==> src/rtl/char_term_ctrl.sv <==
// Terminal-style character sequencer: turns a valid/ready ASCII byte stream into VRAM cell writes,
// with cursor control, auto-wrap, ring-buffer scrolling and full-screen clear.
module char_term_ctrl #(
  parameter int unsigned NUM_COLS      = 80,
  parameter int unsigned NUM_ROWS      = 50,
  parameter logic [15:0] CONF_ADDR     = 16'h4000,
  parameter logic [11:0] DEFAULT_COLOR = 12'hFFF
) (
  input  logic        CLK,
  input  logic        RST_N,
  input  logic        CH_VALID,
  output logic        CH_READY,
  input  logic [7:0]  CH_DATA,
  input  logic [11:0] ATTR_COLOR,
  input  logic        ATTR_INV,
  input  logic        ATTR_BLINK,
  input  logic        CLEAR_REQ,
  output logic [15:0] WRITE_ADDR,
  output logic [3:0]  BYTE_EN,
  output logic        WRITE_EN,
  output logic [31:0] WRITE_DATA,
  output logic        BUSY,
  output logic [6:0]  CUR_COL,
  output logic [5:0]  CUR_ROW,
  output logic [5:0]  SCROLL_OFS
);

  localparam int unsigned COL_W = 7;
  localparam int unsigned ROW_W = 6;
  localparam int unsigned IDX_W = 12;
  localparam int unsigned CELLS = NUM_COLS * NUM_ROWS;
  localparam logic [31:0] FILL_DATA = {8'h0, 2'b0, 1'b0, 1'b0, DEFAULT_COLOR, 1'b0, 7'h20};

  typedef enum logic [2:0] {S_IDLE, S_PUT, S_MOVE, S_SCRL, S_CONF, S_CLRALL} state_t;

  state_t             state_q;
  logic               live_q;
  logic               scroll_pend_q;
  logic [IDX_W-1:0]   cnt_q;
  logic [COL_W-1:0]   col_q;
  logic [ROW_W-1:0]   row_q;
  logic [ROW_W-1:0]   ofs_q;
  logic [15:0]        addr_q;
  logic [3:0]         be_q;
  logic               we_q;
  logic [31:0]        data_q;

  logic               is_print;
  logic               need_scroll;
  logic               newline;
  logic [COL_W-1:0]   col_d;
  logic [ROW_W-1:0]   row_d;
  logic [ROW_W-1:0]   ofs_next;

  // Logical (row, col) to VRAM cell index through the ring offset.
  function automatic logic [IDX_W-1:0] cell_idx(input logic [ROW_W-1:0] ofs,
                                                input logic [ROW_W-1:0] row,
                                                input logic [COL_W-1:0] col);
    logic [ROW_W:0] phys;
    phys = {1'b0, ofs} + {1'b0, row};
    if (phys >= (ROW_W+1)'(NUM_ROWS)) phys = phys - (ROW_W+1)'(NUM_ROWS);
    return IDX_W'(phys) * IDX_W'(NUM_COLS) + IDX_W'(col);
  endfunction

  function automatic logic [15:0] byte_addr(input logic [IDX_W-1:0] idx);
    return 16'({idx, 2'b00});
  endfunction

  // Cursor effect of the byte currently offered on CH_DATA.
  always_comb begin
    is_print    = (CH_DATA >= 8'h20) && (CH_DATA <= 8'h7E);
    col_d       = col_q;
    row_d       = row_q;
    newline     = 1'b0;
    need_scroll = 1'b0;
    if (is_print) begin
      if (col_q == COL_W'(NUM_COLS - 1)) begin
        col_d   = '0;
        newline = 1'b1;
      end else begin
        col_d = col_q + COL_W'(1);
      end
    end else begin
      case (CH_DATA)
        8'h0A: begin
          col_d   = '0;
          newline = 1'b1;
        end
        8'h0D: col_d = '0;
        8'h08: if (col_q != '0) col_d = col_q - COL_W'(1);
        default: ;
      endcase
    end
    if (newline) begin
      if (row_q == ROW_W'(NUM_ROWS - 1)) need_scroll = 1'b1;
      else                               row_d = row_q + ROW_W'(1);
    end
    ofs_next = (ofs_q == ROW_W'(NUM_ROWS - 1)) ? '0 : ofs_q + ROW_W'(1);
  end

  always_ff @(posedge CLK) begin
    if (!RST_N) begin
      state_q       <= S_IDLE;
      live_q        <= 1'b0;
      scroll_pend_q <= 1'b0;
      cnt_q         <= '0;
      col_q         <= '0;
      row_q         <= '0;
      ofs_q         <= '0;
      addr_q        <= '0;
      be_q          <= '0;
      we_q          <= 1'b0;
      data_q        <= '0;
    end else begin
      live_q <= 1'b1;
      we_q   <= 1'b0;
      case (state_q)
        S_IDLE: begin
          if (CLEAR_REQ) begin
            state_q <= S_CLRALL;
            we_q    <= 1'b1;
            addr_q  <= '0;
            be_q    <= 4'b0111;
            data_q  <= FILL_DATA;
            cnt_q   <= IDX_W'(1);
          end else if (CH_VALID && live_q) begin
            col_q         <= col_d;
            row_q         <= row_d;
            scroll_pend_q <= need_scroll;
            if (is_print) begin
              state_q <= S_PUT;
              we_q    <= 1'b1;
              addr_q  <= byte_addr(cell_idx(ofs_q, row_q, col_q));
              be_q    <= 4'b0111;
              data_q  <= {8'h0, 2'b0, ATTR_BLINK, ATTR_INV, ATTR_COLOR, 1'b0, CH_DATA[6:0]};
            end else begin
              state_q <= S_MOVE;
            end
          end
        end
        S_PUT, S_MOVE: begin
          if (scroll_pend_q) begin
            state_q <= S_SCRL;
            we_q    <= 1'b1;
            addr_q  <= byte_addr(cell_idx(ofs_q, '0, '0));
            be_q    <= 4'b0111;
            data_q  <= FILL_DATA;
            cnt_q   <= IDX_W'(1);
          end else begin
            state_q <= S_IDLE;
          end
        end
        S_SCRL: begin
          if (cnt_q < IDX_W'(NUM_COLS)) begin
            we_q   <= 1'b1;
            addr_q <= byte_addr(cell_idx(ofs_q, '0, '0) + cnt_q);
            cnt_q  <= cnt_q + IDX_W'(1);
          end else begin
            state_q <= S_CONF;
            ofs_q   <= ofs_next;
            we_q    <= 1'b1;
            addr_q  <= CONF_ADDR;
            be_q    <= 4'b0001;
            data_q  <= 32'(ofs_next);
          end
        end
        S_CLRALL: begin
          if (cnt_q < IDX_W'(CELLS)) begin
            we_q   <= 1'b1;
            addr_q <= byte_addr(cnt_q);
            cnt_q  <= cnt_q + IDX_W'(1);
          end else begin
            state_q <= S_CONF;
            ofs_q   <= '0;
            col_q   <= '0;
            row_q   <= '0;
            we_q    <= 1'b1;
            addr_q  <= CONF_ADDR;
            be_q    <= 4'b0001;
            data_q  <= '0;
          end
        end
        S_CONF:  state_q <= S_IDLE;
        default: state_q <= S_IDLE;
      endcase
    end
  end

  assign CH_READY   = live_q && (state_q == S_IDLE) && !CLEAR_REQ;
  assign BUSY       = (state_q != S_IDLE);
  assign WRITE_EN   = we_q;
  assign WRITE_ADDR = addr_q;
  assign BYTE_EN    = be_q;
  assign WRITE_DATA = data_q;
  assign CUR_COL    = col_q;
  assign CUR_ROW    = row_q;
  assign SCROLL_OFS = ofs_q;

endmodule

==> config.mk <==
export PLATFORM = sky130hd
export DESIGN_NAME = char_term_ctrl
export DESIGN_NICKNAME = d
export VERILOG_FILES = /design/src/rtl/char_term_ctrl.sv
export SDC_FILE = /design/constraint.sdc
export NUM_CORES = 1
export LEC_CHECK = 0
export ABC_AREA = 1
export CAP_MARGIN = 15
export CORE_ASPECT_RATIO = 0.75
export CORE_MARGIN = 2
export CORE_UTILIZATION = 46
export CTS_CLUSTER_DIAMETER = 50
export DETAILED_ROUTE_END_ITERATION = 10
export GPL_ROUTABILITY_DRIVEN = 0
export PLACE_DENSITY = 0.71
export SLEW_MARGIN = 20
export SYNTH_ARGS = -nofsm -noshare
export SYNTH_HDL_FRONTEND = slang
export SYNTH_SLANG_ARGS = --single-unit
==> constraint.sdc <==
create_clock -name CLK -period 12.84 [get_ports CLK]
set_clock_uncertainty 0.05 [all_clocks]
set_input_delay 2.568 -clock CLK [delete_from_list [all_inputs] [get_ports CLK]]
set_output_delay 2.568 -clock CLK [all_outputs]
set_load 0.01 [all_outputs]
Word-level counts from Yosys, hierarchy flattened:

Index checks and enable logic that the tools add are counted.

* flip-flop bits (word level): 89
* word-level logic and storage cells: 151

* add/subtract/negate cells: 10
* $mul: 3
* magnitude comparators: 6
* eq/ne operators: 24
* mux-type cells: 74
* bitwise gates (word level): 1
* reduce and logical (&&, ||, !) cells: 22

Operators with widths (number)
* 2-to-1 mux 32 bit: 6
* 2-to-1 mux 7 bit: 19
* one-hot mux 32 bit (4 select lines): 1
* 2-to-1 mux 16 bit: 4
* one-hot mux 16 bit (4 select lines): 1
* 2-to-1 mux 12 bit: 4
* one-hot mux 12 bit (4 select lines): 1
* 2-to-1 mux 6 bit: 7
* 2-to-1 mux 15 bit: 2
* one-hot mux 7 bit (2 select lines): 2
* equality test 8 x 4 -> 1 bit, second input constant: 3
* multiplier 7 x 3 -> 8 bit, second input constant: 3
* 2-to-1 mux 4 bit: 6
* one-hot mux 6 bit (2 select lines): 2
* != test 2 bit, second input constant: 10
* AND reduction 6 bit: 3
* one-hot mux 4 bit (4 select lines): 1
* adder 12 x 1 -> 12 bit, second input constant: 1
* adder 12 bit: 1
* adder 12 x 7 -> 12 bit: 1
* adder 6 x 1 -> 6 bit, second input constant: 2
* equality test 6 bit, second input constant: 2
* less-than comparator 12 bit, second input constant: 1
* less-than comparator 12 x 7 -> 1 bit, second input constant: 1
* 33 further kinds: 56

Longest topological paths before layout:

* depth after elaboration: 14
* gate-level depth with buffers: 28
* mapped depth without buffers: 28

Worst setup path after synthesis:

OpenSTA, ideal clock, no wires.

* kind: input to output
* start: in CLEAR_REQ
* end: out CH_READY
* arrival time: 3.288 ns
* data required time: 10.222 ns
* setup slack: 6.934 ns
* stages: 3
* buffers on the path: 2
* path through: clkbuf_1 -> clkbuf_1 -> nor2_1

* word-level cells in the longest chain between the ends: 2

RTL lines
* start, declared: line 17 `input logic CLEAR_REQ,`
* zero test 1 bit: line 189 `assign CH_READY = live_q && (state_q == S_IDLE) && !CLEAR_REQ;`
* logical AND 1 bit: line 189
* end, declared: line 12 `output logic CH_READY,`

No other way between the ends.

Worst setup path after layout:

Same ends and word-level chain as after synthesis.

==> summary.md <==
| Metric | Value |
|---|---|
| Post-cts sizing count | 0 |
| Routed wire length | 15.6 mm |
| Core region area | 11700 um2 |
| Synth Area in XOR/XNOR | 2.99% |
| Largest family of logic cells by synthesized area | simple AND/OR/NAND/NOR gates |
| Die X | 131 um |
| Die Y | 99.2 um |
| Area post-placement | 6440 um2 |
| Post-CTS Repair Setup Buffers | 0 |
| Ratio of cells with drive above 1 in the final layout | 8.68% |
| Multi-input gate area | 3510 um2 |
| Sink Count | 73 |
| Register area share after synthesis | 26.3% |
| Worst reg2reg path endpoint | WRITE_ADDR[12] |
| Num rows | 34 |
| Post-synthesis register bit count | 73 |
| First-pass GRT wire length | 25.0 mm |
| Synthesis warning total | 0 |
| DP Wirelength | 11.7 mm |
| Async SR Flop Fraction | 0% |
| Worst-path clk slew | 0.06 ns |
| Number of remaining DRC errors | 0 |
| Outcome | finished, final reports clean |
| WL per Instance | 14.9 um |
| Main flop type after synthesis | dfxtp_1 |
| Initial antenna violation count | 0 |
| Register area | 1460 um2 |
| H-Tree Depth | 3 |
| Largest net degree at the start of global routing | 37 |
| Area grow syn2layout | 21.9% |
| Share of the synthesized area in the top cell type | 26.3% |
| Post-synth EDFFs | 0 |
| MaxCap Viol Count | 0 |
| Most common cell after layout, fill and taps aside | nand2_1 |
| Detail Route Antenna Nets | 0 |
| Worst Path Class, Setup | input port to output port |
| Clock buffer count from CTS | 9 |
| RSZ-0062 raised after global routing | no |
| Startpoint types | input port |
| Initial Utilization | 47.6% |
| Worst Tran Pin Value | 0.556 ns |
| Worst Hold Slack | 0.414 ns |
| Syn Inst Count | 807 |
| Number of port buffers | 84 |
| CP max FO | 19 |
| Tot Pwr | 1.12 mW |
| Reg2reg setup slack | 7.71 ns |
| I/O pin count | 100 |
| Total Routing Usage GR | 24.5% |
| Crit end category | output port |
| Number of global-route vias before repair | 4973 |
| Final Max Slew Viols | 0 |
| R2r worst-path depth | 23 |
| Hold WC Path Type | flop to flop |
| Top cells by area, synth | dfxtp_1 26%, nand2_1 11%, ha_1 10% |
| Leakage | 3.01 nW |
| Count of different cell masters after synthesis | 50 |
| Post-route cell area | 6780 um2 |
| CTS max path bufs | 2 |
| Synth Area in Compound Gates | 18.3% |
| Post-synthesis adder-cell area fraction | 12.1% |
| Fillers | 1183 |
| Drt pass-1 iters | 5 |
| Mapped cell area | 5560 um2 |
| Power density over cell area | 165 nW/um2 |
| Avg Cell Area, Syn | 6.89 um2 |
| Max VDD drop | 0.109 mV |
| Hold path cells | 2 |
| Commonest cells after routing, fill and taps aside | 158 x nand2_1, 94 x inv_1, 84 x clkdlybuf4s50_1 |
| Global route overflow | 0 |
| Diodes inserted | 0 |
| Final Hold Fails | 0 |
| Cell taking the most area after synthesis | dfxtp_1 |
| Period minus WS final | 6.47 ns |
| CTS tree | built |
| Vias | 5579 |
| Via-to-Cell Ratio | 5.32 |
| Multiplexer share of the synthesized area | 0% |
| Slew margin rel. | 62.8% |
| Period utilization | 50.4% |
| TNS Setup | 0 ns |
| F_max | 155 MHz |
| CP arrival | 3.85 ns |
| Hold path startpoint | WRITE_DATA[8] |
| Post-Synth Simple-Gate Area | 28.6% |
| Hold path endpoint | WRITE_DATA[8] |
| 1st-iter DRT viols | 441 |
| Worst-skew pair later-pin latency | 0.35 ns |
| Die ar. | 13000 um2 |
| CP required | 10.22 ns |
| Clk Tree Root Cell | clkbuf_16 |
| Nets | 959 |
| Worst r2r src | SCROLL_OFS[0] |
| CTS Hold Bufs | 0 |
| Final setup viols | 0 |
==> cell usage after synthesis (4+ instances only) <==
| cell | number |
|---|---|
| a211oi_1 | 7 |
| a21oi_1 | 67 |
| a21oi_2 | 10 |
| a31oi_1 | 10 |
| buf_2 | 6 |
| buf_4 | 18 |
| clkbuf_1 | 10 |
| dfxtp_1 | 73 |
| fa_1 | 5 |
| ha_1 | 46 |
| inv_1 | 94 |
| inv_2 | 8 |
| nand2_1 | 158 |
| nand2_2 | 15 |
| nand2_4 | 4 |
| nand3_1 | 46 |
| nand4_1 | 15 |
| nor2_1 | 64 |
| nor3_1 | 15 |
| o21ai_0 | 62 |
| o21ai_1 | 6 |
| o31ai_1 | 4 |
| or2_2 | 4 |
| xnor2_1 | 7 |
| xor2_1 | 12 |
==> area by class of cell <==
class	count	area share [%]
clock inverters	6	1.70
clock buffers	10	3.38
repair buffers	88	12.8
flip-flops and latches	73	21.5
well taps	162	2.99
multi-input cells	606	51.7
inverters	104	5.81
==> per-stage QoR <==
step | setup slack (ns) | std cells | util (%)
final | 6.37 | 1049 | 58.0
after global routing | 6.34 | 1049 | 58.0
after CTS | 6.36 | 1049 | 58.0
after detailed placement | 6.37 | 1033 | 55.0
after global placement | 6.37 | 1033 | 55.0
after floorplan | 6.93 | 821 | -
==> sequential cells by signal, indices dropped and copies added (netlist names) <==
name,flops
BYTE_EN,2
state_q,3
CUR_COL,7
SCROLL_OFS,6
live_q,1
WRITE_EN,1
scroll_pend_q,1
CUR_ROW,6
WRITE_DATA,21
cnt_q,12
WRITE_ADDR,13
==> critical path: stages <==
cell and delay (ns):
clkdlybuf4s50_1 0.40, buf_4 0.21, nor2_1 0.12, clkdlybuf4s50_1 0.54
==> worst max-delay path by stage <==
stage,start,to
floorplan,CLEAR_REQ,CH_READY
global placement,CLEAR_REQ,CH_READY
detailed placement,CLEAR_REQ,CH_READY
CTS,CLEAR_REQ,CH_READY
global route,CLEAR_REQ,CH_READY
finish,CLEAR_REQ,CH_READY
==> per-layer routing <==
metal,global-route usage (%),wire length (um),vias up
met5,0,0,-
met4,7.28,242,0
met3,4.73,1190,24
met2,35.0,6390,202
met1,37.0,7820,2541
li1,-,-,2812
==> logic make-up after synthesis <==
| family | after synthesis |
|---|---|
| AOI/OAI and AO/OA | 178 |
| xor gates and xnor gates | 19 |
| adders and majority gates | 51 |
| buffers and inverters | 142 |
| DFF | 73 |
| other | 1 |
| and+or+nand+nor | 343 |
==> power by group <==
group | internal (mW) | leakage [nW] | switching (mW) | total [mW]
clock | 0.191 | 0.163 | 0.106 | 0.297
combinational | 0.189 | 2.25 | 0.323 | 0.511
sequential | 0.276 | 0.597 | 0.0365 | 0.312
total | 0.655 | 3.01 | 0.465 | 1.12
Note: power is estimated with default switching activity, not from simulation.
